$ cat src/rtl/clk_step_ctrl_pkg.sv
// Shared encodings for the run-control / clock-enable scheduler.
package clk_step_ctrl_pkg;

  typedef enum logic [1:0] {
    ST_HALT = 2'b00,
    ST_RUN  = 2'b01,
    ST_STEP = 2'b10
  } state_e;

  typedef enum logic [1:0] {
    MODE_HALT = 2'b00,
    MODE_RUN  = 2'b01
  } mode_e;

  localparam int unsigned MIN_DIVISOR = 2;

endpackage

$ cat src/rtl/clk_period_ctr.sv
// Period counter: counts 0..divisor-1 while enabled, flags the last count
// of each period and produces the registered divided square wave.
module clk_period_ctr
  import clk_step_ctrl_pkg::*;
#(
  parameter int unsigned Width = 28
) (
  input  logic             clk,
  input  logic             rst_n,
  input  logic             enable,
  input  logic             restart,
  input  logic [Width-1:0] divisor,
  output logic             period_end,
  output logic             clk_div
);

  logic [Width-1:0] cnt_q, cnt_d;
  logic             clk_div_q, clk_div_d;

  assign period_end = enable && (cnt_q == divisor - Width'(1));
  assign clk_div    = clk_div_q;

  // Restart is driven at period end by the controller, so the divisor it
  // may swap in at that same edge governs the fresh period from count 0.
  always_comb begin
    cnt_d = cnt_q + Width'(1);
    if (!enable || restart) begin
      cnt_d = '0;
    end
    clk_div_d = enable && (cnt_q < (divisor >> 1));
  end

  always_ff @(posedge clk or negedge rst_n) begin
    if (!rst_n) begin
      cnt_q     <= '0;
      clk_div_q <= 1'b0;
    end else begin
      cnt_q     <= cnt_d;
      clk_div_q <= clk_div_d;
    end
  end

endmodule

$ cat src/rtl/clk_step_ctrl.sv
// Run-control FSM (HALT/RUN/STEP), step burst counter and glitch-free
// divisor reconfiguration around the period counter.
module clk_step_ctrl
  import clk_step_ctrl_pkg::*;
#(
  parameter int unsigned Width          = 28,
  parameter int unsigned DefaultDivisor = 50,
  parameter int unsigned StepWidth      = 16
) (
  input  logic                 clk,
  input  logic                 rst_n,
  input  logic [1:0]           mode,
  input  logic                 cfg_valid,
  input  logic [Width-1:0]     cfg_divisor,
  output logic                 cfg_ready,
  input  logic                 step_start,
  input  logic [StepWidth-1:0] step_count,
  output logic                 clk_en,
  output logic                 clk_div,
  output logic                 step_done,
  output logic                 cfg_err,
  output logic [1:0]           state
);

  state_e               state_q, state_d;
  logic [StepWidth-1:0] rem_q, rem_d;
  logic [Width-1:0]     div_q, div_d;
  logic [Width-1:0]     pend_q, pend_d;
  logic                 pend_valid_q, pend_valid_d;
  logic                 clk_en_q, clk_en_d;
  logic                 step_done_q, step_done_d;
  logic                 cfg_err_q, cfg_err_d;
  logic                 period_end;

  clk_period_ctr #(
    .Width(Width)
  ) u_period_ctr (
    .clk       (clk),
    .rst_n     (rst_n),
    .enable    (state_q != ST_HALT),
    .restart   (period_end),
    .divisor   (div_q),
    .period_end(period_end),
    .clk_div   (clk_div)
  );

  assign cfg_ready = !pend_valid_q;
  assign clk_en    = clk_en_q;
  assign step_done = step_done_q;
  assign cfg_err   = cfg_err_q;
  assign state     = state_q;

  always_comb begin
    state_d     = state_q;
    rem_d       = rem_q;
    step_done_d = 1'b0;
    clk_en_d    = period_end;
    unique case (state_q)
      ST_HALT: begin
        if (mode == MODE_RUN) begin
          state_d = ST_RUN;
        end else if (step_start) begin
          if (step_count != '0) begin
            state_d = ST_STEP;
            rem_d   = step_count;
          end else begin
            step_done_d = 1'b1;
          end
        end
      end
      ST_RUN: begin
        if (period_end && (mode != MODE_RUN)) begin
          state_d = ST_HALT;
        end
      end
      ST_STEP: begin
        if (period_end) begin
          rem_d = rem_q - StepWidth'(1);
          if (rem_q == StepWidth'(1)) begin
            state_d     = ST_HALT;
            step_done_d = 1'b1;
          end
        end
      end
      default: state_d = ST_HALT;
    endcase
  end

  // A pending divisor only lands on a period boundary (or while halted), so
  // no running period is ever cut short or stretched.
  always_comb begin
    div_d        = div_q;
    pend_d       = pend_q;
    pend_valid_d = pend_valid_q;
    cfg_err_d    = 1'b0;
    if (pend_valid_q && (period_end || (state_q == ST_HALT))) begin
      div_d        = pend_q;
      pend_valid_d = 1'b0;
    end
    if (cfg_valid && !pend_valid_q) begin
      if (cfg_divisor < Width'(MIN_DIVISOR)) begin
        cfg_err_d = 1'b1;
      end else begin
        pend_d       = cfg_divisor;
        pend_valid_d = 1'b1;
      end
    end
  end

  always_ff @(posedge clk or negedge rst_n) begin
    if (!rst_n) begin
      state_q      <= ST_HALT;
      rem_q        <= '0;
      div_q        <= Width'(DefaultDivisor);
      pend_q       <= '0;
      pend_valid_q <= 1'b0;
      clk_en_q     <= 1'b0;
      step_done_q  <= 1'b0;
      cfg_err_q    <= 1'b0;
    end else begin
      state_q      <= state_d;
      rem_q        <= rem_d;
      div_q        <= div_d;
      pend_q       <= pend_d;
      pend_valid_q <= pend_valid_d;
      clk_en_q     <= clk_en_d;
      step_done_q  <= step_done_d;
      cfg_err_q    <= cfg_err_d;
    end
  end

endmodule

$ cat config.mk
export PLATFORM = sky130hd
export DESIGN_NAME = clk_step_ctrl
export DESIGN_NICKNAME = d
export VERILOG_FILES = /design/src/rtl/clk_step_ctrl_pkg.sv /design/src/rtl/clk_period_ctr.sv /design/src/rtl/clk_step_ctrl.sv
export SDC_FILE = /design/constraint.sdc
export NUM_CORES = 1
export LEC_CHECK = 0
export CORE_UTILIZATION = 56
export CTS_CLUSTER_DIAMETER = 200
export DETAILED_ROUTE_END_ITERATION = 10
export PLACE_DENSITY = 0.78
export SETUP_SLACK_MARGIN = 0.1
export SKIP_LAST_GASP = 1
export SLEW_MARGIN = 20
export SYNTH_ARGS = -nofsm -noshare
export SYNTH_HDL_FRONTEND = slang
export SYNTH_HIERARCHICAL = 1
export SYNTH_SLANG_ARGS = --single-unit
$ cat constraint.sdc
create_clock -name clk -period 8.4 [get_ports clk]
set_input_delay 1.68 -clock clk [delete_from_list [all_inputs] [get_ports clk]]
set_output_delay 1.68 -clock clk [all_outputs]
set_load 0.02 [all_outputs]
Word level (Yosys, flattened, before mapping)

Cells that the tools add are included.
Widths: inputs -> output; s select.

Flip-flop bits (word level): 107
Bits of input ports: 50
Output and inout bits: 7
Logic and storage cells: 70

Add/sub/neg operators: 3
Magnitude comparators: 2
Equality and inequality tests: 14
Muxes and demuxes: 24
Bitwise logic cells: 1
Reduce and logical (&&, ||, !) cells: 16

Operators with widths:

| kind                  | count |
|---|---|
| $mux 16               | 4 |
| $pmux 16 s2           | 1 |
| $add 28x1->28 const B | 1 |
| $eq 28x28->1          | 1 |
| $lt 28x2->1 const B   | 1 |
| $lt 28x27->1          | 1 |
| $mux 28               | 1 |
| $sub 28x1->28 const B | 1 |
| $eq 16x1->1 const B   | 1 |
| $reduce_bool 16->1    | 1 |
| $sub 16x1->16 const B | 1 |
| $mux 2                | 6 |
| $ne 2x2->1 const B    | 6 |
| $mux 1                | 10 |
| $reduce_and 5->1      | 2 |
| $ne 3x3->1 const B    | 2 |
| $pmux 2 s3            | 1 |
| $logic_and 1x1->1     | 5 |
| $eq 2x1->1 const B    | 2 |
| $reduce_bool 2->1     | 2 |
| $eq 2x2->1 const B    | 1 |
| $logic_not 1->1       | 2 |
| $logic_not 2->1       | 1 |
| $logic_or 1x1->1      | 2 |
| 4 further kinds       | 4 |

Logic depth before layout (Yosys ltp)

Depth in word-level cells: 8
Depth in mapped cells: 15
Depth with buffers taken out: 13

Hierarchy

Netlist, hierarchy kept.

By module, submodules not included:

| module         | times used | cells an instance | area an instance (µm²) | seq. area each (µm²) |
|---|---|---|---|---|
| clk_step_ctrl  | 1          | 280               | 3497.1                 | 1955.6 |
| clk_period_ctr | 1          | 355               | 2914.0                 | 725.7 |

Worst setup path after synthesis

No wires, ideal clock.

Path kind: register to register
Start point: reg div_q[2]
End point: reg rem_q[13]
Library setup time: 126 ps
Arrival time: 3423 ps
Required time: 8274 ps
Path slack: 4851 ps
Cell stages (with the launch flop): 14
Path buffers: 2
Clock period less this slack: 3549 ps
Path through: dfrtp_1 > or4_4 > nor2_4 > nand3_1 > mux2i_1 > or3b_2 > a2111o_1 > nor3_2 > clkbuf_1 > nand2_1 > o31ai_1 > o211ai_2 > buf_2 > o32a_1

Cells in the longest elaborated chain, start to end: 5

RTL lines:

| item                              | line                 | source |
|---|---|---|
| from (decl)                       | clk_step_ctrl.sv:27  | `logic [Width-1:0] div_q, div_d;` |
| from (signal assigned)            | clk_step_ctrl.sv:114 | `div_q <= Width'(DefaultDivisor);` |
| from (signal assigned)            | clk_step_ctrl.sv:123 | `div_q <= div_d;` |
| $sub 28x1->28                     | clk_period_ctr.sv:20 | `assign period_end = enable && (cnt_q == divisor - Width'(1));` |
| $eq 28x28->1                      | clk_period_ctr.sv:20 |  |
| $logic_and 1x1->1                 | clk_period_ctr.sv:20 |  |
| via clk_en_d                      | clk_step_ctrl.sv:30  | `logic clk_en_q, clk_en_d;` |
| $ne 2x2->1 (no source line)       | -                    |  |
| $reduce_and 5->1 (no source line) | -                    |  |
| to (signal assigned)              | clk_step_ctrl.sv:122 | `rem_q <= rem_d;` |
| to (decl)                         | clk_step_ctrl.sv:26  | `logic [StepWidth-1:0] rem_q, rem_d;` |

The timed path passes the listed nets, and every way through them passes these cells.
A chain may end at the register's enable or synchronous reset.

Worst setup path in the final report

Start point: reg div_q[2]
End point: reg rem_q[12]

Same word-level chain as after synthesis.

==> results.sh <==
export IMPL_die_w_um=109
export IMPL_avgViaCountPerCell=6.26
export IMPL_seq_area_frac_synth=0.418
export IMPL_period_needed_ps=4200
export IMPL_cts_sinks=107
export IMPL_htreeDepth=3
export IMPL_yosysUniqueCellTypes=64
export IMPL_synth_ff_type="dfrtp_1"
export IMPL_post_cts_buffers=0
export IMPL_post_cts_resized=0
export IMPL_clkSlewWorstSetupHoldPaths_ps=80
export IMPL_ant_nets=0
export IMPL_final_cell_mix="104 x dfrtp_1, 55 x clkdlybuf4s50_1, 53 x nor2_1"
export IMPL_rows=38
export IMPL_core_region_area_um2=11000
export IMPL_netlist_area_um2=6410
export IMPL_ys_top_cells_by_area="dfrtp_1 41%, mux2_2 8.3%, ha_1 5.9%"
export IMPL_synth_top_cell_by_area="dfrtp_1"
export IMPL_cts_root_buf="clkbuf_16"
export IMPL_fin_skew_ps=10.2
export IMPL_final_common_cell="dfrtp_1"
export IMPL_slew_viol_final=0
export IMPL_arrival_ps=4450
export IMPL_num_io_pins=57
export IMPL_endpoint_kind="flop"
export IMPL_crit_type="flop to flop"
export IMPL_async_reset_ff_frac=1.00
export IMPL_grt_use_total=0.269
export IMPL_wl_per_cell_um=18.2
export IMPL_drc=0
export IMPL_max_cap_violations=0
export IMPL_whs_path_depth=1
export IMPL_status="finished, final reports clean"
export IMPL_syn_to_final_growth_pct=15.5
export IMPL_grt_setup_unrepaired="false"
export IMPL_reg2reg_depth=11
export IMPL_syn_mean_instance_area_um2=10.1
export IMPL_synthesis_nets=715
export IMPL_drt_iter0_markers=378
export IMPL_design_die_area_um2=11900
export IMPL_syn_instance_count=635
export IMPL_fmax_ghz=0.238
export IMPL_fp_dieH_um=109
export IMPL_required_ps=8650
export IMPL_antenna_found_initial=0
export IMPL_initial_utilization=0.584
export IMPL_place_congestion=0.913
export IMPL_numPortBuffers=56
export IMPL_final_util=0.674
export IMPL_power_leakage_uw=0.00311
export IMPL_cts_hold_buf=0
export IMPL_ys_ff_latch=107
export IMPL_cp_slowest_cell="or4_4"
export IMPL_worstMarginPinSlew_ps=1050
export IMPL_drtPass1Iterations=5
export IMPL_setup_tns_ps=0
export IMPL_synth_edff_count=0
export IMPL_crit_path_cell_trace="or4_4 -> nor2_4 -> nand3_1 -> mux2i_1 -> or3b_2 -> a2111o_1 -> nor3_2 -> nand2_1 -> o31ai_1 -> o211ai_2 -> o32a_1"
export IMPL_vias=5206
export IMPL_timing_final_ws_setup_ps=4200
export IMPL_clk_insertion_delay_late_ps=360
export IMPL_min_path_type="flop to flop"
export IMPL_grt_max_degree=66
export IMPL_power_total_uw=2320
export IMPL_diodes=0
export IMPL_wirelength_um=15100
export IMPL_cts_tree="built"
export IMPL_dp_slack_ps=4250
export IMPL_max_stage_delay_ps=610
export IMPL_critPathMaxFanout=16
export IMPL_setup_violations_final=0
export IMPL_grt_pass1_vias=5060
export IMPL_fin_crit_sh=0.501
export IMPL_grt_pass1_wl_um=24500
export IMPL_synth_top_cell_area_share=0.406
export IMPL_max_slew_margin=0.297
export IMPL_clockBufferDepth=2
export IMPL_cellPowerDensity_nw_per_um2=313
export IMPL_ir_drop_mv=0.237
export IMPL_cts_made_buffers=9
export IMPL_start_kind="flop"
export IMPL_drive_above_1_share=0.126
export IMPL_hpwl_um=11300
export IMPL_synth_warnings=6
export IMPL_hold_ws_ps=489
export IMPL_num_nets_final=766
export IMPL_hold_violations=0
export IMPL_grt_overflow=0
[cells in the mapped netlist (all sizes together), types with 2 or more instances]
master   number
xnor2        33
and3          9
ha           30
o32a          7
dfrtp       104
nor2b         8
o21ai        12
clkbuf       12
buf           8
mux2         56
a2bb2oi       2
o2111ai       2
dfstp         3
o41ai         5
or4           4
or3           9
nand2        19
nor3         26
o22ai         8
nand3        24
or3b          2
o2bb2ai       2
inv          42
mux2i         4
o21a          3
nand2b        6
nor3b         2
o211ai       11
nand4        17
xor2         28
a31oi         4
a211oi        4
a21o          7
and2          3
a22oi         3
nor4         27
a21oi        19
o31ai         2
nor2         54
o22a          2
a41oi         4
[cell families (layout without fill, tap and decap cells)]
family / count (synthesis) / in the layout / share of synthesized area
buf+inv: 62 / 118 / 0.0381
simple gates: 214 / 214 / 0.184
fa+ha+maj: 30 / 30 / 0.0585
xor+xnor: 61 / 61 / 0.0833
mux: 60 / 60 / 0.105
compound gates: 101 / 101 / 0.113
flops: 107 / 107 / 0.418
[layer usage]
| layer | track usage | vias up | part of all wire |
|---|---|---|---|
| met5 | 0 | - | 0 |
| met4 | 0.0898 | 0 | 0.018 |
| met2 | 0.449 | 170 | 0.48 |
| met3 | 0.0628 | 22 | 0.057 |
| met1 | 0.344 | 2577 | 0.44 |
| li1 | - | 2437 | - |
[final timing paths]
path	startpoint	to	slack, ps
setup / recovery	div_q[2]$_DFFE_PN0P_	rem_q[12]$_DFFE_PN0P_	4200
hold / removal	pend_q[27]$_DFFE_PN0P_	pend_q[27]$_DFFE_PN0P_	490
setup reg to reg	div_q[2]$_DFFE_PN0P_	rem_q[12]$_DFFE_PN0P_	4200
hold reg to reg	pend_q[27]$_DFFE_PN0P_	pend_q[27]$_DFFE_PN0P_	490
max in group asynchronous	rst_n	u_period_ctr/cnt_q[23]$_DFF_PN0_	5890
min in group asynchronous	rst_n	u_period_ctr/cnt_q[22]$_DFF_PN0_	1310
[final cells by class]
cell class                      instances  area (um2)
Clock buffer                            9         225
Tap cell                              140         175
Inverter                               42         158
Clock inverter                          7        93.8
Timing Repair Buffer                   60         588
Multi-Input combinational cell        466        3490
Sequential cell                       107        2680
Fill cell                             870        3580
[registers in the layout, summed over array words and instances (netlist names)]
register              count
u_period_ctr/cnt_q       28
clk_en                    1
pend_valid_q              1
cfg_err                   1
rem_q                    16
u_period_ctr/clk_div      1
pend_q                   28
div_q                    28
state                     2
step_done                 1
[power by group]
| group | internal [uW] | switching, uW | leakage, uW | total (uW) |
|---|---|---|---|---|
| sequential | 713 | 262 | 0.00132 | 975 |
| clock | 239 | 201 | 0.000153 | 441 |
| combinational | 446 | 458 | 0.00164 | 904 |
| total | 1400 | 921 | 0.00311 | 2320 |
[worst max-delay path: cells and delay by family (launching register included)]
family / cells / cell delay [ps]
and+or+nand+nor: 6 / 2080
AOI/OAI and AO/OA: 4 / 1380
DFF: 1 / 470
muxes: 1 / 150
[per-stage QoR]
step	area, um2	cells
6_report	7410	831
5_1_grt	7410	831
4_1_cts	7410	831
3_5_place_dp	7090	815
3_3_place_gp	7090	815
2_1_floorplan	6410	635
Note: power is estimated with default switching activity, not from simulation.
